[src/rtl/cflog_monitor_gen.sv]
// CFLog monitor: tracks PC against ER/TCB and drives the log write pointer; hw_wr_en is registered one cycle after commit, no backpressure (full blocks or wraps).
// Optional CFLOG_WATERMARK_EN adds the WATERMARK parameter and the wm_hit pulse output.
module cflog_monitor_gen #(
  parameter int unsigned AW        = 16,
  parameter int unsigned LOG_SIZE  = 16'h0100,
  parameter int unsigned ENTRY_B   = 2,
  parameter int unsigned WRAP_MODE = 0,
  parameter int unsigned TCB_MIN   = 16'ha000,
  parameter int unsigned TCB_MAX   = 16'hdffe
`ifdef CFLOG_WATERMARK_EN
  , parameter int unsigned WATERMARK = LOG_SIZE * 3 / 4
`endif
) (
  input  logic          clk,
  input  logic          reset,
  input  logic [AW-1:0] pc,
  input  logic [AW-1:0] pc_nxt,
  input  logic [AW-1:0] er_min,
  input  logic [AW-1:0] er_max,
  input  logic          irq,
  input  logic          branch_detect,
  input  logic          loop_detect,
  input  logic          detect_active,
  input  logic [AW-1:0] active_block_cflog_addr,
  output logic          flush,
  output logic          hw_wr_en,
  output logic [AW-1:0] cflow_log_ptr,
  output logic [AW-1:0] cflow_log_prev_ptr,
  output logic          log_full,
  output logic [7:0]    wrap_cnt
`ifdef CFLOG_WATERMARK_EN
  , output logic        wm_hit
`endif
);

  localparam logic [AW:0]   LOG_SZ = (AW+1)'(LOG_SIZE);
  localparam logic [AW-1:0] STEP   = AW'(ENTRY_B);
  localparam logic [AW-1:0] TMIN   = AW'(TCB_MIN);
  localparam logic [AW-1:0] TMAX   = AW'(TCB_MAX);

  typedef enum logic [1:0] {NOT_X, IN_X, WAIT, WRITE} pc_state_t;
  typedef enum logic {EXEC, ABORT} trig_t;

  pc_state_t     pc_state;
  trig_t         trig;
  logic          attest_pend;
  logic [AW:0]   ptr_step;
  logic [AW-1:0] ptr_nxt;
  logic          pc_in_er, nxt_in_er, pc_in_tcb, nxt_in_tcb, tcb_interior;
  logic          entering_er, entering_tcb, room, commit, wrap_evt, flush_set;

  // log_full is evaluated one bit wider so a pointer near the top of the space cannot alias low
  assign ptr_step     = {1'b0, cflow_log_ptr} + {1'b0, STEP};
  assign log_full     = ptr_step >= LOG_SZ;
  assign pc_in_er     = (pc >= er_min) && (pc <= er_max);
  assign nxt_in_er    = (pc_nxt >= er_min) && (pc_nxt <= er_max);
  assign pc_in_tcb    = (pc >= TMIN) && (pc <= TMAX);
  assign nxt_in_tcb   = (pc_nxt >= TMIN) && (pc_nxt <= TMAX);
  assign tcb_interior = (pc > TMIN) && (pc < TMAX);
  assign entering_er  = (pc == TMAX) && nxt_in_er;
  assign entering_tcb = !pc_in_tcb && nxt_in_tcb;
  assign room         = ({1'b0, cflow_log_ptr} < LOG_SZ) && ((WRAP_MODE != 0) || !log_full);
  assign commit       = branch_detect && room &&
                        (((pc_state == NOT_X) && entering_er) || entering_tcb ||
                         (((pc_state == IN_X) || (pc_state == WAIT)) && !loop_detect));
  // a SpecCFA rewind on the wrapping commit takes precedence, so no wrap is recorded
  assign wrap_evt     = (WRAP_MODE != 0) && commit && log_full && !detect_active;

`ifdef CFLOG_WATERMARK_EN
  logic wm_armed, wm_cross;
  assign wm_cross  = wm_armed && ({1'b0, cflow_log_ptr} >= (AW+1)'(WATERMARK));
  assign flush_set = ((WRAP_MODE == 0) && (trig == EXEC) && log_full) || wrap_evt ||
                     ((trig == EXEC) && wm_cross);

  always_ff @(posedge clk) begin
    if (reset) begin
      wm_armed <= 1'b1;
      wm_hit   <= 1'b0;
    end else begin
      wm_hit <= wm_cross;
      if (cflow_log_ptr == '0) wm_armed <= 1'b1;
      else if (wm_cross)       wm_armed <= 1'b0;
    end
  end
`else
  assign flush_set = ((WRAP_MODE == 0) && (trig == EXEC) && log_full) || wrap_evt;
`endif

  always_comb begin
    ptr_nxt = cflow_log_ptr;
    if (commit && detect_active)  ptr_nxt = active_block_cflog_addr + STEP;
    else if (commit)              ptr_nxt = wrap_evt ? '0 : ptr_step[AW-1:0];
    else if (tcb_interior)        ptr_nxt = cflow_log_ptr;
    else if (pc == TMAX)          ptr_nxt = '0;
    else if (detect_active)       ptr_nxt = active_block_cflog_addr;
  end

  always_ff @(posedge clk) begin
    if (reset) begin
      pc_state           <= NOT_X;
      trig               <= ABORT;
      attest_pend        <= 1'b0;
      cflow_log_ptr      <= '0;
      cflow_log_prev_ptr <= '0;
      hw_wr_en           <= 1'b0;
      flush              <= 1'b0;
      wrap_cnt           <= 8'd0;
    end else begin
      cflow_log_ptr <= ptr_nxt;
      if (commit) cflow_log_prev_ptr <= cflow_log_ptr;
      hw_wr_en    <= commit && !tcb_interior;
      attest_pend <= irq;
      if (wrap_evt && (wrap_cnt != 8'hFF)) wrap_cnt <= wrap_cnt + 8'd1;

      if (attest_pend)            flush <= 1'b0;
      else if (flush_set)         flush <= 1'b1;
      else if (WRAP_MODE != 0)    flush <= 1'b0;

      if (trig == EXEC) begin
        if ((WRAP_MODE == 0) && log_full) trig <= ABORT;
      end else if (!log_full) begin
        trig <= EXEC;
      end

      case (pc_state)
        NOT_X: if (pc_in_er) pc_state <= IN_X;
        IN_X, WAIT: begin
          if (!pc_in_er)                        pc_state <= NOT_X;
          else if (branch_detect && !log_full)  pc_state <= WRITE;
          else if (pc_state == IN_X)            pc_state <= WAIT;
        end
        WRITE: begin
          if (!pc_in_er)                        pc_state <= NOT_X;
          else if (!branch_detect || log_full)  pc_state <= WAIT;
        end
        default: pc_state <= NOT_X;
      endcase
    end
  end

endmodule

[config.mk]
export PLATFORM = sky130hd
export DESIGN_NAME = cflog_monitor_gen
export DESIGN_NICKNAME = d
export VERILOG_FILES = /design/src/rtl/cflog_monitor_gen.sv
export SDC_FILE = /design/constraint.sdc
export NUM_CORES = 1
export LEC_CHECK = 0
export ABC_AREA = 0
export CAP_MARGIN = 15
export CELL_PAD_IN_SITES_DETAIL_PLACEMENT = 2
export CELL_PAD_IN_SITES_GLOBAL_PLACEMENT = 2
export CORE_ASPECT_RATIO = 1.1
export CORE_UTILIZATION = 35
export CTS_CLUSTER_DIAMETER = 50
export DETAILED_ROUTE_END_ITERATION = 7
export DONT_BUFFER_PORTS = 1
export PLACE_DENSITY_LB_ADDON = 0.12
export SYNTH_ARGS = -nofsm -noshare
export SYNTH_HDL_FRONTEND = slang
export SYNTH_SLANG_ARGS = --single-unit
[constraint.sdc]
create_clock -name clk -period 3 [get_ports clk]
set_clock_uncertainty 0.05 [all_clocks]
set_input_delay 0.6 -clock clk [delete_from_list [all_inputs] [get_ports clk]]
set_output_delay 0.6 -clock clk [all_outputs]
set_load 0.1 [all_outputs]
==> results of run 1 <==
-- worst min path at each step --
stage                      startpoint                to  slack [ns]  cells after the start
after global placement    attest_pend             flush        0.33                      1
final                           reset  cflow_log_ptr[3]        0.33                      1
after floorplan           attest_pend             flush        0.33                      1
after detailed placement  attest_pend             flush        0.34                      1
after global routing            reset  cflow_log_ptr[1]        0.32                      1
after CTS                       reset  cflow_log_ptr[2]        0.32                      1
-- synthesized netlist by cell type, types with 3 or more instances --
cell,number,area share (%)
sky130_fd_sc_hd__a211oi_1,15,2.8
sky130_fd_sc_hd__a21boi_0,4,0.76
sky130_fd_sc_hd__a21o_1,8,1.5
sky130_fd_sc_hd__a21oi_1,25,3.2
sky130_fd_sc_hd__a221oi_1,5,1.1
sky130_fd_sc_hd__a22oi_1,3,0.57
sky130_fd_sc_hd__a32oi_1,3,0.66
sky130_fd_sc_hd__and2_1,10,1.6
sky130_fd_sc_hd__and3_1,8,1.3
sky130_fd_sc_hd__buf_2,8,1.0
sky130_fd_sc_hd__buf_4,9,1.7
sky130_fd_sc_hd__clkbuf_1,5,0.47
sky130_fd_sc_hd__dfxtp_1,38,19
sky130_fd_sc_hd__ha_1,69,22
sky130_fd_sc_hd__inv_1,46,4.4
sky130_fd_sc_hd__mux2i_1,15,3.8
sky130_fd_sc_hd__nand2_1,27,2.6
sky130_fd_sc_hd__nand2b_1,8,1.3
sky130_fd_sc_hd__nand3_1,19,2.4
sky130_fd_sc_hd__nand4_1,20,3.2
sky130_fd_sc_hd__nor2_1,36,3.4
sky130_fd_sc_hd__nor2b_1,7,1.1
sky130_fd_sc_hd__nor3_1,8,1.0
sky130_fd_sc_hd__nor4_1,10,1.6
sky130_fd_sc_hd__o21a_1,5,0.95
sky130_fd_sc_hd__o21ai_0,13,1.6
sky130_fd_sc_hd__o22ai_1,6,0.95
sky130_fd_sc_hd__xnor2_1,7,1.5
sky130_fd_sc_hd__xor2_1,10,2.2
-- flip-flops by register name, indices dropped and copies added (netlist names) --
signal	flops
attest_pend	1
cflow_log_prev_ptr	16
cflow_log_ptr	16
flush	1
hw_wr_en	1
pc_state	2
trig	1
-- cell type report --
class	instances	area (um2)	area share, %
Multi-Input combinational cell	390	2950	64.6
Sequential cell	38	796	17.4
Timing Repair Buffer	30	275	6.02
Clock buffer	8	189	4.13
Tap cell	147	184	4.02
Inverter	46	176	3.86
-- cell families after synthesis --
| family | synth area share [%] |
|---|---|
| and+or+nand+nor | 23.0 |
| AOI/OAI and AO/OA | 19.9 |
| buffers and inverters | 7.94 |
| adders and majority gates | 21.8 |
| DFF | 19.2 |
| xor gates and xnor gates | 3.76 |
| muxes | 4.36 |
| other | 0.0948 |
-- layout by cell type, fill, tap and decap left out, types with 13 or more instances in the layout --
cell	count
sky130_fd_sc_hd__nor2_1	36
sky130_fd_sc_hd__mux2i_1	13
sky130_fd_sc_hd__ha_1	68
sky130_fd_sc_hd__dfxtp_1	24
sky130_fd_sc_hd__o21ai_0	13
sky130_fd_sc_hd__inv_1	45
sky130_fd_sc_hd__buf_4	25
sky130_fd_sc_hd__a21oi_1	25
sky130_fd_sc_hd__nand2_1	27
sky130_fd_sc_hd__nand3_1	19
sky130_fd_sc_hd__nand4_1	20
sky130_fd_sc_hd__a211oi_1	15
-- power by group through the flow --
stage	clock network (mW)	registers, mW	logic, mW
floorplan	0	0.692	0.401
global placement	0	0.594	0.612
detailed placement	0	0.596	0.636
CTS	0.653	0.586	0.651
global route	0.673	0.592	0.725
finish	0.647	0.587	0.653
-- timing repair --
item                                    4_1_cts  5_1_grt
resized for setup                             5        6
endpoints found under the setup margin        1       24
gates cloned                                  0        1
buffers inserted                              3        1
pin swaps                                     2        5
-- per-layer routing --
| metal | vias to the layer above | GRT usage (%) | wire (um) |
|---|---|---|---|
| li1 | 1822 | - | - |
| met1 | 1925 | 23.7 | 5160 |
| met2 | 105 | 49.8 | 7970 |
| met3 | 16 | 5.51 | 714 |
| met4 | 0 | 7.42 | 306 |
| met5 | - | 0 | 0 |
==> impl_summary.log, run 1 <==
[metrics] die width: 103 um
[metrics] source of the critical timing path: cflow_log_ptr[1]
[metrics] worst stage delay on the critical path: 0.38 ns
[metrics] GR Overflow Total: 0
[metrics] maximum level of the CTS H-tree: 2
[metrics] power per cell area: 413 nW/um2
[metrics] headroom to the max-slew limit: 32.9%
[metrics] final setup violating endpoints: 0
[metrics] clock-pin slew on the worst setup and hold paths: 0.06 ns
[metrics] power spent charging and discharging nets: 0.699 mW
[metrics] kind of cell adding the most delay to the critical path: multiplexers
[metrics] GPL Wtd Cong: 0.808
[metrics] post-layout min period: 2.87 ns
[metrics] number of clock sinks: 38
[metrics] number of cell instances on the worst register-to-register path: 12
[metrics] area of the die: 11700 um2
[metrics] setup TNS after final layout: 0 ns
[metrics] number of antenna violations at the first check in global routing: 0
[metrics] post-detailed-route wirelength per cell: 21.5 um
[metrics] relative contribution of the clock network to total power: 34.3%
[metrics] CTS tree: yes
[metrics] Placement Cell Area: 4270 um2
[metrics] buffer levels on the longest clock path: 2
[metrics] actual transition at the worst max-transition pin: 1.01 ns
[metrics] Power, Total: 1.89 mW
[metrics] launching element type of the critical path: flop
[metrics] ordered list of cells on the worst path: ha_4 > and4_4 > mux2i_2 > a32oi_2 > a311oi_4 > buf_6 > buf_4 > nand2_4 > a21oi_4 > buf_12 > mux2i_1 > mux2i_1
[metrics] Crit path buffers/inverters: 3
[metrics] switching share of total power: 37.1%
[metrics] number of placement rows: 40
[metrics] number of nets with antenna violations after routing: 0
[metrics] Boundary Pins: 129
[metrics] RSZ-0062 raised after global routing: no
[metrics] Syn-to-layout area delta: 15.5%
[metrics] EDFF count, synth: 0
[metrics] Hold Path Class: in -> reg
[metrics] sequential cell area fraction in the yosys report: 19.2%
[metrics] synthesized area divided by synthesized cell count: 8.06 um2
[metrics] GRT Util Overall: 24.6%
[metrics] count of placed standard cells in the final layout, fillers left out: 659
[metrics] vertical extent of the die: 114 um
[metrics] source of the worst register-to-register timing path: cflow_log_ptr[1]
[metrics] largest vdd supply drop: 192 uV
[metrics] HPWL reported at the end of detailed placement: 11.4 mm
[metrics] status: complete, no violations
[metrics] upper clock frequency limit: 348 MHz
[metrics] total of hold buffers inserted after clock tree synthesis: 0
[metrics] area of the mapped netlist: 3960 um2
[metrics] reported leakage power: 1.96 nW
[metrics] Worst Setup End Kind: flop
[metrics] hold slack final: 0.326 ns
[metrics] net count reported at finish: 666
[metrics] Critical Path Stages: 12
[metrics] max-cap violations: 0
[metrics] path type of the worst setup path: reg -> reg
[metrics] via density per instance: 5.87
[metrics] Post-Route Utilization: 41.7%
[metrics] number of iterations in the first detailed-routing pass: 4
[metrics] global-route wire length before repair: 21.9 mm
[metrics] core region area: 11000 um2
[metrics] prevailing post-synth register cell: sky130_fd_sc_hd__dfxtp_1
[metrics] cell at the slowest stage of the critical path: sky130_fd_sc_hd__dfxtp_4
[metrics] proportion of register bits with asynchronous set or reset after synthesis: 0%
[metrics] vias after detailed routing: 3868
[metrics] power share of the sequential group: 31.1%
[metrics] number of pins with negative max-slew slack in the final report: 0
[metrics] termination of the worst setup path: cflow_log_ptr[0]
[metrics] worst setup margin: 0.125 ns
[metrics] Synth Register Bits: 38
[metrics] maximum number of pins on one net before global-route repair: 36
[metrics] CP Data Arrival Time: 3.04 ns
[metrics] required time reported for the critical path endpoint: 3.16 ns
[metrics] count of antenna diodes in the layout: 0
[metrics] pre-CTS setup slack: 0.0407 ns
[metrics] number of hold violations in the final report: 0
[metrics] synthesized instance count: 491
[metrics] via count of the first global-routing pass: 4259
[metrics] quantity of I/O buffers inserted on ports: 0
[metrics] share of final-layout standard cells stronger than drive strength 1: 14.1%
[metrics] final instance area: 4570 um2
[metrics] Synth cell types: 64
[metrics] number of buffers created by CTS: 5
[metrics] slack of the worst reg-to-reg path: 0.13 ns
[metrics] reg2reg end: cflow_log_ptr[0]
[metrics] Internal Dissipation: 1.19 mW
[metrics] later-pin clock latency in the skew report: 0.29 ns
[metrics] Placed Cells: 646
[metrics] residual DRC count: 0
[metrics] clock root buffer master: sky130_fd_sc_hd__clkbuf_16
[metrics] post-detailed-routing wire length: 14.1 mm
[metrics] fillcell total: 1255
[metrics] starting density of the core: 36.1%
[metrics] cell with the most instances on the worst path: sky130_fd_sc_hd__mux2i_1
[metrics] final worst-path cycle share: 95.8%
[metrics] combinational share of power: 34.6%
[metrics] first-iteration detailed-routing DRC count: 54
[metrics] critical path fanouts, max: 18
[metrics] synth warn: 0
Note: power is estimated with default switching activity, not from simulation.
==> inputs of run 2 (changes only) <==
--- a/config.mk
+++ b/config.mk
@@ -11,6 +11,7 @@
 export CELL_PAD_IN_SITES_GLOBAL_PLACEMENT = 2
 export CORE_ASPECT_RATIO = 1.1
 export CORE_UTILIZATION = 35
+export CTS_BUF_LIST = sky130_fd_sc_hd__clkbuf_8
 export CTS_CLUSTER_DIAMETER = 50
 export DETAILED_ROUTE_END_ITERATION = 7
 export DONT_BUFFER_PORTS = 1
==> run 2 against run 1 <==
Utilization is 0.66 points lower; sequential cell count unchanged; critical path depth fell by 4; final area fell by 1.6%; power shrank 5.7%; die area stayed put; first-iteration DRC count increased by 5.6%; clock power fell by 16%; worst setup slack improved by 0.031 ns; highest routed layer unchanged.
==> impl_summary.log, run 2 (same netlist as run 1, synthesis figures left out) <==
[metrics] die width: 103 um (unchanged)
[metrics] area of the die: 11700 um2 (unchanged)
[metrics] path type of the worst setup path: reg -> out
[metrics] number of iterations in the first detailed-routing pass: 4 (unchanged)
[metrics] kind of cell adding the most delay to the critical path: compound AO/OA/AOI/OAI gates
[metrics] clock root buffer master: sky130_fd_sc_hd__clkbuf_8
[metrics] maximum number of pins on one net before global-route repair: 36 (unchanged)
[metrics] most frequent cells in the layout: 68 x sky130_fd_sc_hd__ha_1, 45 x sky130_fd_sc_hd__inv_1, 36 x sky130_fd_sc_hd__nor2_1
[metrics] post-layout min period: 2.84 ns (-0.0310 ns)
[metrics] Crit path buffers/inverters: 3 (unchanged)
[metrics] vias after detailed routing: 3811 (-1.5%)
[metrics] post-detailed-route wirelength per cell: 21.1 um (-1.5%)
[metrics] CTS tree: yes
[metrics] final worst-path cycle share: 94.8% (-1.0 points)
[metrics] number of placement rows: 40 (unchanged)
[metrics] actual transition at the worst max-transition pin: 1.01 ns (+0.00183 ns)
[metrics] biggest registers after layout: cflow_log_prev_ptr: 16 flops, cflow_log_ptr: 16 flops, pc_state: 2 flops
[metrics] hold-critical path endpoint: cflow_log_ptr[2]
[metrics] power per cell area: 396 nW/um2 (-4.1%)
[metrics] headroom to the max-slew limit: 32.7% (-0.12 points)
[metrics] ordered list of cells on the worst path: ha_4 > and4_4 > mux2i_1 > a32oi_1 > a311oi_4 > buf_6 > clkinvlp_4 > buf_6
[metrics] number of buffers created by CTS: 5 (unchanged)
[metrics] launching element type of the critical path: flop
[metrics] post-detailed-routing wire length: 13.9 mm (-1.7%)
[metrics] slack of the worst reg-to-reg path: 0.16 ns (+0.03 ns)
[metrics] GRT Util Overall: 24.2% (-0.39 points)
[metrics] Hold Path Class: in -> reg
[metrics] global-route wire length before repair: 21.7 mm (-1.1%)
[metrics] share of final-layout standard cells stronger than drive strength 1: 13.7% (-0.36 points)
[metrics] worst stage delay on the critical path: 0.38 ns (about the same)
[metrics] Power, Total: 1.78 mW (-5.7%)
[metrics] number of clock sinks: 38 (unchanged)
[metrics] critical path fanouts, max: 4 (-14)
[metrics] source of the worst register-to-register timing path: cflow_log_ptr[1]
[metrics] cell depth of the worst min-delay path: 1 (unchanged)
[metrics] via count of the first global-routing pass: 4246 (-0.31%)
[metrics] number of pins with negative max-slew slack in the final report: 0 (unchanged)
[metrics] net count reported at finish: 665 (-0.15%)
[metrics] count of antenna diodes in the layout: 0 (unchanged)
[metrics] quantity of I/O buffers inserted on ports: 0 (unchanged)
[metrics] upper clock frequency limit: 352 MHz (+1.1%)
[metrics] status: complete, no violations
[metrics] GPL Wtd Cong: 0.808 (unchanged)
[metrics] Worst Setup End Kind: primary output
[metrics] cell at the slowest stage of the critical path: sky130_fd_sc_hd__dfxtp_4
[metrics] cell with the most instances on the worst path: sky130_fd_sc_hd__buf_6
[metrics] GR Layer Usage met2: 49.0% (-0.79 points)
[metrics] buffer levels on the longest clock path: 2 (unchanged)
[metrics] total of hold buffers inserted after clock tree synthesis: 0 (unchanged)
[metrics] via density per instance: 5.79 (-1.3%)
[metrics] Boundary Pins: 129 (unchanged)
[metrics] GRT busiest layer: met2
[metrics] most common cell after layout, fill and taps aside: sky130_fd_sc_hd__ha_1
[metrics] number of hold violations in the final report: 0 (unchanged)
[metrics] number of antenna violations at the first check in global routing: 0 (unchanged)
[metrics] Post-Route Utilization: 41.1% (-0.66 points)
[metrics] later-pin clock latency in the skew report: 0.30 ns (about the same)
[metrics] Critical Path Stages: 8 (-4)
[metrics] launch instance of the worst min-delay path: reset
[metrics] vertical extent of the die: 114 um (unchanged)
[metrics] final setup violating endpoints: 0 (unchanged)
[metrics] GR Overflow Total: 0 (unchanged)
[metrics] met3 GRT Util: 5.33% (-0.18 points)
[metrics] starting density of the core: 36.1% (unchanged)
[metrics] largest vdd supply drop: 207 uV (+7.7%)
[metrics] number of cell instances on the worst register-to-register path: 13 (+1)
[metrics] CP Data Arrival Time: 2.19 ns (-0.85 ns)
[metrics] reg2reg end: cflow_log_ptr[1]
[metrics] RSZ-0062 raised after global routing: no
[metrics] residual DRC count: 0 (unchanged)
[metrics] core region area: 11000 um2 (unchanged)
[metrics] met1 usage in global routing: 23.7% (about the same)
[metrics] Syn-to-layout area delta: 13.7%
[metrics] reported leakage power: 1.93 nW (-1.6%)
[metrics] first-iteration detailed-routing DRC count: 57 (+5.6%)
[metrics] maximum level of the CTS H-tree: 2 (unchanged)
[metrics] HPWL reported at the end of detailed placement: 11.4 mm (unchanged)
[metrics] required time reported for the critical path endpoint: 2.35 ns (-0.81 ns)
[metrics] max-cap violations: 0 (unchanged)
[metrics] clock-pin slew on the worst setup and hold paths: 0.08 ns (+0.02 ns)
[metrics] number of nets with antenna violations after routing: 0 (unchanged)
-- run 2: worst register-to-register path: stages (launching register included) --
cell	delay (ns)
sky130_fd_sc_hd__dfxtp_4	0.38
sky130_fd_sc_hd__ha_4	0.16
sky130_fd_sc_hd__and4_4	0.26
sky130_fd_sc_hd__mux2i_1	0.22
sky130_fd_sc_hd__a32oi_1	0.16
sky130_fd_sc_hd__a311oi_4	0.31
sky130_fd_sc_hd__buf_6	0.16
sky130_fd_sc_hd__buf_4	0.17
sky130_fd_sc_hd__nand2_4	0.11
sky130_fd_sc_hd__a21oi_4	0.16
sky130_fd_sc_hd__buf_4	0.15
sky130_fd_sc_hd__clkbuf_16	0.18
sky130_fd_sc_hd__a211oi_1	0.06
sky130_fd_sc_hd__a211oi_1	0.22
-- run 2: timing repair --
| item | 4_1_cts | 5_1_grt |
|---|---|---|
| setup endpoints to repair | 1 | 33 |
| buffers inserted | 2 | 1 |
| pin swaps | 2 | 4 |
| gates resized for setup | 5 | 5 |
| cloned | 0 | 1 |
-- run 2: worst max-delay path by stage --
stage | from | slack, ns | to
4_1_cts | cflow_log_ptr[1] | -0.003 | cflow_log_ptr[0]
2_1_floorplan | cflow_log_ptr[15] | 0.0002 | log_full
6_report | cflow_log_ptr[1] | 0.16 | log_full
5_1_grt | cflow_log_ptr[1] | 0.04 | pc_state[1]
3_5_place_dp | er_max[15] | 0.04 | cflow_log_prev_ptr[11]
3_3_place_gp | cflow_log_ptr[1] | 0.17 | cflow_log_ptr[0]
-- run 2: where the power goes --
group	switching (mW)	internal, mW	total [mW]
registers	0.0539	0.531	0.585
clock network	0.191	0.355	0.546
logic	0.429	0.220	0.649
total	0.674	1.11	1.78
-- run 2: final cells by class --
type	instances	area [um2]
Timing Repair Buffer	29	255
Clock buffer	6	82.6
Clock inverter	2	60.1
Sequential cell	38	796
Multi-Input combinational cell	390	2950
Inverter	46	176
Fill cell	1268	6460
Tap cell	147	184
-- run 2: layer usage --
layer	wire, um	up-vias
met1	5260	1881
li1	-	1824
met3	641	14
met4	231	0
met2	7770	92
met5	0	-
-- run 2: per-stage QoR --
step	instance area (um2)	instances	hold WS, ns	setup WS [ns]	TNS (ns)
2_1_floorplan	4020	498	0.326	0.000177	0
3_3_place_gp	4270	646	0.327	0.169	0
3_5_place_dp	4270	646	0.339	0.0407	0
4_1_cts	4450	656	0.299	-0.00321	-0.00321
5_1_grt	4500	658	0.299	0.0355	0
6_report	4500	658	0.313	0.156	0
